<file path="src/rtl/btn_pkg.sv">
// Shared types and helpers for the push-button conditioner.
// The press FSM state encoding and the counter width helper live here.
package btn_pkg;

  typedef enum logic [1:0] {
    IDLE    = 2'd0,
    PRESSED = 2'd1,
    HELD    = 2'd2
  } btn_state_e;

  // Bits needed to hold the larger of two cycle counts without overflow.
  function automatic int cnt_width(input int a, input int b);
    int m;
    m = (a > b) ? a : b;
    return $clog2(m + 1);
  endfunction

endpackage

</file>
<file path="src/rtl/btn_conditioner_if.sv">
// Button-side signal bundle: raw pin in, conditioned level and pulses out.
// master = whatever drives the pin and consumes pulses; slave = the conditioner.
interface btn_conditioner_if;
  logic btn_in;
  logic pressed;
  logic step;
  logic set_pulse;

  modport master (output btn_in, input pressed, input step, input set_pulse);
  modport slave  (input btn_in, output pressed, output step, output set_pulse);
endinterface

</file>
<file path="src/rtl/btn_debounce.sv">
// Two-flop synchronizer followed by a consecutive-disagreement debounce counter.
// pressed flips only after DEBOUNCE_CYCLES straight cycles of the new level.
module btn_debounce
  import btn_pkg::*;
#(
  parameter int DEBOUNCE_CYCLES = 20
) (
  input  logic clk,
  input  logic rst,
  input  logic btn_in,
  output logic pressed
);

  localparam int CNT_W = cnt_width(DEBOUNCE_CYCLES, 1);
  localparam logic [CNT_W-1:0] DB_LAST = CNT_W'(DEBOUNCE_CYCLES - 1);

  logic             s1_reg;
  logic             s2_reg;
  logic             pressed_reg;
  logic [CNT_W-1:0] db_cnt_reg;

  always_ff @(posedge clk) begin
    if (rst) begin
      s1_reg      <= 1'b0;
      s2_reg      <= 1'b0;
      pressed_reg <= 1'b0;
      db_cnt_reg  <= '0;
    end else begin
      s1_reg <= btn_in;
      s2_reg <= s1_reg;
      // Any cycle of agreement restarts the count, so short bounces are absorbed.
      if (s2_reg != pressed_reg) begin
        if (db_cnt_reg == DB_LAST) begin
          pressed_reg <= s2_reg;
          db_cnt_reg  <= '0;
        end else begin
          db_cnt_reg <= db_cnt_reg + CNT_W'(1);
        end
      end else begin
        db_cnt_reg <= '0;
      end
    end
  end

  assign pressed = pressed_reg;

endmodule

</file>
<file path="src/rtl/btn_conditioner.sv">
// Debounced button front end: emits step on every press and set_pulse once a
// press has been held LONG_PRESS_CYCLES cycles.
module btn_conditioner
  import btn_pkg::*;
#(
  parameter int DEBOUNCE_CYCLES   = 20,
  parameter int LONG_PRESS_CYCLES = 200
) (
  input  logic               clk,
  input  logic               rst,
  btn_conditioner_if.slave   bus
);

  localparam int CNT_W = cnt_width(DEBOUNCE_CYCLES, LONG_PRESS_CYCLES);
  localparam logic [CNT_W-1:0] HOLD_ONE  = CNT_W'(1);
  localparam logic [CNT_W-1:0] HOLD_MAX  = CNT_W'(LONG_PRESS_CYCLES);
  localparam logic [CNT_W-1:0] HOLD_LAST = CNT_W'(LONG_PRESS_CYCLES - 1);

  logic             pressed_lvl;
  btn_state_e       state_reg,     state_next;
  logic [CNT_W-1:0] hold_cnt_reg,  hold_cnt_next;
  logic             set_pulse_reg, set_pulse_next;

  btn_debounce #(
    .DEBOUNCE_CYCLES(DEBOUNCE_CYCLES)
  ) u_debounce (
    .clk    (clk),
    .rst    (rst),
    .btn_in (bus.btn_in),
    .pressed(pressed_lvl)
  );

  always_ff @(posedge clk) begin
    if (rst) begin
      state_reg     <= IDLE;
      hold_cnt_reg  <= '0;
      set_pulse_reg <= 1'b0;
    end else begin
      state_reg     <= state_next;
      hold_cnt_reg  <= hold_cnt_next;
      set_pulse_reg <= set_pulse_next;
    end
  end

  // hold_cnt counts edges since pressed rose; the IDLE edge is the first one.
  always_comb begin
    state_next     = state_reg;
    hold_cnt_next  = hold_cnt_reg;
    set_pulse_next = 1'b0;
    case (state_reg)
      IDLE: begin
        if (pressed_lvl) begin
          hold_cnt_next = HOLD_ONE;
          if (HOLD_ONE >= HOLD_MAX) begin
            set_pulse_next = 1'b1;
            state_next     = HELD;
          end else begin
            state_next = PRESSED;
          end
        end
      end
      PRESSED: begin
        if (!pressed_lvl) begin
          state_next = IDLE;
        end else begin
          if (hold_cnt_reg < HOLD_MAX) begin
            hold_cnt_next = hold_cnt_reg + HOLD_ONE;
          end
          if (hold_cnt_reg >= HOLD_LAST) begin
            set_pulse_next = 1'b1;
            state_next     = HELD;
          end
        end
      end
      HELD: begin
        if (!pressed_lvl) begin
          state_next = IDLE;
        end
      end
      default: begin
        state_next = IDLE;
      end
    endcase
  end

  // pressed is high while still in IDLE only during the cycle right after it
  // rose, so decoding both flops gives a one-cycle step aligned with the rise.
  assign bus.pressed   = pressed_lvl;
  assign bus.step      = pressed_lvl && (state_reg == IDLE);
  assign bus.set_pulse = set_pulse_reg;

endmodule
</file>
<file path="src/flat_wrapper.sv">
// flat-port wrapper written by rule: the top's interface ports become plain ports
module btn_conditioner_flat import btn_pkg::*;
#(
  parameter int DEBOUNCE_CYCLES   = 20,
  parameter int LONG_PRESS_CYCLES = 200
)
  (clk, rst, bus_btn_in, bus_pressed, bus_step, bus_set_pulse);
  btn_conditioner_if bus_i ();
  input  logic clk;
  input  logic rst;
  input wire logic [$bits(bus_i.btn_in)-1:0] bus_btn_in;
  output wire logic [$bits(bus_i.pressed)-1:0] bus_pressed;
  output wire logic [$bits(bus_i.step)-1:0] bus_step;
  output wire logic [$bits(bus_i.set_pulse)-1:0] bus_set_pulse;
  assign bus_i.btn_in = bus_btn_in;
  assign bus_pressed = bus_i.pressed;
  assign bus_step = bus_i.step;
  assign bus_set_pulse = bus_i.set_pulse;
  btn_conditioner #(.DEBOUNCE_CYCLES(DEBOUNCE_CYCLES), .LONG_PRESS_CYCLES(LONG_PRESS_CYCLES)) u_core (.clk(clk), .rst(rst), .bus(bus_i));
endmodule
</file>
<file path="config.mk">
export PLATFORM = sky130hd
export DESIGN_NAME = btn_conditioner_flat
export DESIGN_NICKNAME = d
export VERILOG_FILES = /design/src/rtl/btn_pkg.sv /design/src/rtl/btn_conditioner_if.sv /design/src/rtl/btn_debounce.sv /design/src/rtl/btn_conditioner.sv /design/src/flat_wrapper.sv
export SDC_FILE = /design/constraint.sdc
export NUM_CORES = 1
export LEC_CHECK = 0
export ABC_AREA = 1
export CAP_MARGIN = 20
export CORE_MARGIN = 1.5
export CORE_UTILIZATION = 50
export DETAILED_ROUTE_END_ITERATION = 8
export PLACE_DENSITY = 0.74
export SETUP_SLACK_MARGIN = 0.15
export SLEW_MARGIN = 25
export SYNTH_ARGS = -nofsm -noshare
export SYNTH_HDL_FRONTEND = slang
export SYNTH_HIERARCHICAL = 1
export SYNTH_SLANG_ARGS = --single-unit
</file>
<file path="constraint.sdc">
create_clock -name clk -period 1 [get_ports clk]
set_input_delay 0.1 -clock clk [delete_from_list [all_inputs] [get_ports clk]]
set_output_delay 0.1 -clock clk [all_outputs]
set_load 0.02 [all_outputs]
</file>
==> reports/metrics.yaml <==
floorplan:
  io_pins: 6
  fp.dieW_um: 46.0
  initial_core_util: 0.536
  die_h_um: 46.0
  core_area_mm2: 0.00173
  dieArea_mm2: 0.00212
  rows: 15
pwr:
  pwr-share-seq: 0.637
  power.density_mw_per_mm2: 858
  vdd_drop_max_mv: 0.798
  switching_share: 0.223
  p_leak_nw: 0.579
  p_sw_uw: 263
  p_int_uw: 917
  pwr-share-comb: 0.041
  pwr-share-clk: 0.321
drt:
  viasPerCell: 5.12
  wl_per_cell_um: 12.6
  vias: 896
  met3_length_um: 92
  dr_wl_met2_um: 1160
  drc: 0
  wirelength_um: 2210
  ant_nets: 0
  top_layer_used: "met4"
  drtIter0Drc: 22
  wl_met1_um: 938
  first_pass_iters: 4
sta:
  finClkSkew_ps: 9.29
  holdWs_ps: 297
  drv_slew: 0
  slew_headroom: 0.766
  min_period_over_period: 1.16
  setup_violations: 17
  fmax_mhz: 865
  hold_viol: 0
  tightest_slew_ps: 350
  fin_ws_ps: -156
  tns_ps: -1430
  grt_setup_unrepaired: "true"
  layout_min_cycle_time_ps: 1160
logic_synthesis:
  synth_area_per_cell_um2: 7.58
  yosysSeqAreaShare: 0.411
  synthesis.instances: 122
  netlist_area_um2: 925
  synth_cell_types: 22
  syn-num-nets: 127
  yosys_register_bits: 19
  yosysWarningCount: 6
worst_setup_path:
  critPathMaxFanout: 2
  worstSetupStartpointType: "flip-flop"
  crit_start: "u_core/u_debounce/pressed"
  crit_path_end: "bus_step"
  r2r_start: "u_core/hold_cnt_reg[5]"
  criticalPathCategory: "reg -> out"
  end_kind: "output port"
  cp.required_ps: 900
  cp.arrival_ps: 1060
  r2r_end: "u_core/hold_cnt_reg[7]"
  r2r_cells: 7
  rrSetupSlack_ps: -150
grt:
  gr-usage-all-layers: 0.214
  antenna_found_initial: 0
  grt_pass1_vias: 739
  grt_first_pass_wirelength_um: 3260
  grt_remaining_overflow: 0
  grt_max_degree: 12
cts:
  clock_latency_ps: 290
  cts_hold_buffers: 0
  cts_sinks: 19
  cts_buffers: 3
  cts_tree: "built"
  path_clk_slew_ps: 100
  root_buffer: "clkbuf_4"
  cts_max_level: 1
  cts_buffer_depth: 2
placement:
  place.gp.congestion: 0.804
  port-buffer-count: 5
  hpwlAfterDp_um: 1330
  placed_cell_area_mm2: 0.00115
flow_run:
  drv_cap: 0
layout:
  area_growth_syn_to_layout_pct: 48.7
  largest_register_ffs: 8
  num_antenna_cells: 0
  drive_gt1_frac: 0.540
  final_core_util: 0.796
  nNetsFinal: 156
  stdcell_area_mm2: 0.00138
status:
  violations: "negative setup slack"
  status: "complete, but fails checks"
min_path:
  min_path_cells: 4
  hold_class: "in -> reg"
[power by group through the flow]
stage / clock (mW) / sequential (mW) / combinational, mW
4_1_cts: 0.395 / 0.759 / 0.0465
5_1_grt: 0.424 / 0.752 / 0.0536
3_5_place_dp: 0 / 0.776 / 0.0396
2_1_floorplan: 0 / 0.776 / 0.0181
6_report: 0.379 / 0.751 / 0.0488
3_3_place_gp: 0 / 0.776 / 0.0385
[cells by family (layout without fill, tap and decap cells)]
kind of cell,count (synthesis),count (layout),synth area share
XOR/XNOR,2,2,0.0189
AND/OR/NAND/NOR,63,64,0.365
flip-flops,19,19,0.411
buffers and inverters,23,50,0.0934
AO/OA/AOI/OAI,13,13,0.0839
adder cells (fa/ha/maj),2,2,0.0271
[critical path, cell delays in order, from the launching register on]
cell	delay (ps)
dfxtp_4	360
inv_2	40
nor2_4	100
inv_2	50
nor2_4	100
buf_6	130
[cell usage after synthesis]
library cell | count | area, um2
inv_2 | 3 | 11.3
nand2_8 | 1 | 20.0
o21ai_1 | 4 | 20.0
inv_1 | 20 | 75.1
nor2_1 | 18 | 67.6
nand2_4 | 1 | 11.3
nor3_1 | 1 | 5.00
dfxtp_1 | 19 | 380
nor2_4 | 3 | 33.8
nand3_4 | 1 | 17.5
nand2_1 | 18 | 67.6
xnor2_1 | 1 | 8.76
nand3_1 | 8 | 40.0
a31oi_1 | 1 | 6.26
nand4_1 | 5 | 31.3
o21ai_0 | 1 | 5.00
nor2_2 | 5 | 31.3
ha_1 | 2 | 25.0
nand2_2 | 2 | 12.5
a21oi_2 | 3 | 26.3
a21oi_1 | 4 | 20.0
xor2_1 | 1 | 8.76
[what timing repair did]
action | 4_1_cts | 5_1_grt
gates cloned | 1 | 0
resized for setup | 42 | 19
setup buffers | 4 | 2
pin swaps | 7 | 13
endpoints found under the setup margin | 20 | 20
[cells in the final DEF, fill, tap and decap left out]
cell and n:
inv_1 17, nor2_1 14, buf_4 13, nand2_1 12
nor2_4 10, dfxtp_1 8, buf_6 7, nand2_2 7
dfxtp_2 6, inv_2 5, nand3_2 5, nand4_1 5
dfxtp_4 5, a21oi_2 4, clkbuf_4 3, nand2_4 3
o21ai_2 3, a21oi_1 3, nand3_1 3, o21ai_1 2
ha_4 2, nor2_2 2, clkinv_2 1, clkdlybuf4s50_1 1
dlymetal6s2s_1 1, nand2_8 1, inv_6 1, a31oi_1 1
nor3_2 1, xor2_1 1, buf_8 1, xnor2_1 1
nand3_4 1
[final cells by class]
class                      count  area (um2)
fill                         112         352
multi-input combinational     81         604
sequential                    19         407
inverter                      23        91.3
clock buffer                   3        22.5
clock inverter                 1        5.00
tap                           25        31.3
timing repair buffer          23         214
[stage by stage]
stage	cells	total power, mW	setup WS [ps]
after floorplan	122	0.794	-174
after global placement	164	0.815	-293
after detailed placement	164	0.816	-328
after CTS	173	1.20	-151
after global routing	175	1.23	-253
final	175	1.18	-156
[how the worst min path moves through the flow]
| stage | from | endpoint | slack, ps |
|---|---|---|---|
| final | rst | u_core/u_debounce/pressed | 300 |
| after global routing | rst | u_core/hold_cnt_reg[2] | 320 |
| after floorplan | rst | u_core/hold_cnt_reg[1] | 160 |
| after CTS | bus_btn_in | u_core/u_debounce/s1_reg | 320 |
| after global placement | u_core/u_debounce/s1_reg | u_core/u_debounce/s2_reg | 400 |
| after detailed placement | u_core/u_debounce/s1_reg | u_core/u_debounce/s2_reg | 420 |
[routing by layer]
layer,global-route usage,vias up
li1,-,441
met5,0,-
met2,0.358,28
met4,0.0686,0
met3,0.0238,4
met1,0.284,423
Note: power is estimated with default switching activity, not from simulation.
==> patch (same settings) <==
`DEBOUNCE_CYCLES` is set to 20 in 3 places; all go to 10.
--- a/src/rtl/btn_debounce.sv
+++ b/src/rtl/btn_debounce.sv
@@ -3,7 +3,7 @@
 module btn_debounce
   import btn_pkg::*;
 #(
-  parameter int DEBOUNCE_CYCLES = 20
+  parameter int DEBOUNCE_CYCLES = 10
 ) (
   input  logic clk,
   input  logic rst,
--- a/src/rtl/btn_conditioner.sv
+++ b/src/rtl/btn_conditioner.sv
@@ -3,7 +3,7 @@
 module btn_conditioner
   import btn_pkg::*;
 #(
-  parameter int DEBOUNCE_CYCLES   = 20,
+  parameter int DEBOUNCE_CYCLES   = 10,
   parameter int LONG_PRESS_CYCLES = 200
 ) (
   input  logic               clk,
--- a/src/flat_wrapper.sv
+++ b/src/flat_wrapper.sv
@@ -1,7 +1,7 @@
 // flat-port wrapper written by rule: the top's interface ports become plain ports
 module btn_conditioner_flat import btn_pkg::*;
 #(
-  parameter int DEBOUNCE_CYCLES   = 20,
+  parameter int DEBOUNCE_CYCLES   = 10,
   parameter int LONG_PRESS_CYCLES = 200
 )
   (clk, rst, bus_btn_in, bus_pressed, bus_step, bus_set_pulse);
Formal check against the unedited RTL: no difference found for any inputs over 10 cycles, from zero or initial values and one cycle with rst high; that may be too few to reach the edited logic, so the function may still have changed.
==> patch against the unedited design <==
Total power up 4.0%; the flow still finishes with violations (negative setup slack); cell count down 11%; final area down 6.9%; sequential share of layout area up 1.0 points; global-route usage up 2.1 points; routed wire length up 4.3%; clock power up 24%; area after synthesis down 5.8%; sequential cell count down 1; via count down 5.4%; worst setup slack worse by 0.049 ns; critical path type unchanged.
==> patch: results (changes against the unedited design) <==
dpl ws = -0.309 ns (+0.0183 ns)
status = finished with violations
violated checks = negative setup slack
RD Place Congestion = 0.832 (+3.5%)
DP Area = 0.00106 sq mm (-7.8%)
crit path max-delay cell type = dfxtp_4
WL per Instance = 14.9 um (+18%)
worst setup margin = -0.205 ns (-0.0485 ns)
Post-Route WL = 2.30 mm (+4.3%)
net count after synthesis = 119 (-6.3%)
hold depth = 3 (-1)
number of global-route vias before repair = 806 (+9.1%)
Starting DRT DRC Count = 18 (-18%)
worst-case clock skew = 0.00287 ns (-0.00642 ns)
net count reported at finish = 146 (-6.4%)
post-synthesis compound-gate area fraction = 0.0833 (-0.000564)
detailed placement HPWL = 1.28 mm (-3.4%)
layout cells sized above 1 = 0.547 (+0.00676)
cell count after synthesis = 113 (-7.4%)
Synth area leaders = dfxtp_1 (41%), inv_1 (7.8%), nand2_1 (7.3%)
final setup violation count = 13 (-4)
met2 Use GR = 0.446 (+0.0880)
GRT met3 Usage = 0.0520 (+0.0282)
Fin Setup TNS = -1.28 ns (+0.150 ns)
met1 Track Usage GR = 0.260 (-0.0239)
pin count of the biggest net entering global routing = 11 (-1)
maximum vdd ir drop = 715 uV (-10%)
post-synthesis xor/xnor area fraction = 0.0201 (+0.00117)
Seq/Total Area, Yosys = 0.414 (+0.00243)
Post-synth top cells = dfxtp_1 (18), inv_1 (18), nand2_1 (17), nor2_1 (17), nand3_1 (6)
Slew @ Worst Pin = 0.301 ns (-0.0492 ns)
Synth Area in Adders = 0.0431 (+0.0160)
leak pwr = 0.550 nW (-5.0%)
Vias/cell = 5.47 (+6.9%)
[patch: cell types whose count changed in the layout (fill, tap and decap cells not counted), sizes merged, moves of 2 or more]
cell,before,now
buf,21,19
nor2,26,24
inv,23,21
nand2,23,21
[patch: worst paths after layout]
kind	start	end	slack, ns
worst max-delay path	u_core/u_debounce/pressed	bus_step	-0.20
worst min-delay path	bus_btn_in	u_core/u_debounce/s1_reg	0.30
worst max register to register	u_core/u_debounce/pressed	u_core/hold_cnt_reg[3]	-0.14
worst min register to register	u_core/u_debounce/s1_reg	u_core/u_debounce/s2_reg	0.43
[patch: layout make-up]
type	count	area, sq um
inverters	21	83.8
clock buffers	4	36.3
flip-flops and latches	18	392
multi-input cells	75	563
repair buffers	21	185
well taps	16	20.0
fillers	95	279
[patch: per-layer routing]
metal,wire (um),vias up
met2,1250,29
met1,900,399
li1,-,408
met3,93,12
met4,62,0
met5,0,-
[patch: worst register-to-register path: cells and delay by family, from the launching register on]
kind,cells,cell delay [ns]
flops,1,0.37
simple gates,4,0.38
compound gates,1,0.11
buf+inv,2,0.21
[patch: cells by family (layout without fill, tap and decap cells)]
group,count (synthesis),after routing
buf+inv,21,46
simple gates,57,58
xor+xnor,2,2
compound gates,12,12
fa+ha+maj,3,3
flops,18,18
[patch: what timing repair did]
item | CTS | global route
endpoints found under the setup margin | 19 | 19
endpoints found under the hold margin | 0 | 0
gates cloned | 1 | 0
buffers inserted | 5 | 0
pin swaps | 12 | 12
gates resized for setup | 40 | 19
[patch: power breakdown]
group	switching, mW	total (mW)	internal [mW]
sequential	0.00535	0.711	0.706
combinational	0.0252	0.0458	0.0206
clock	0.248	0.470	0.222
total	0.278	1.23	0.948
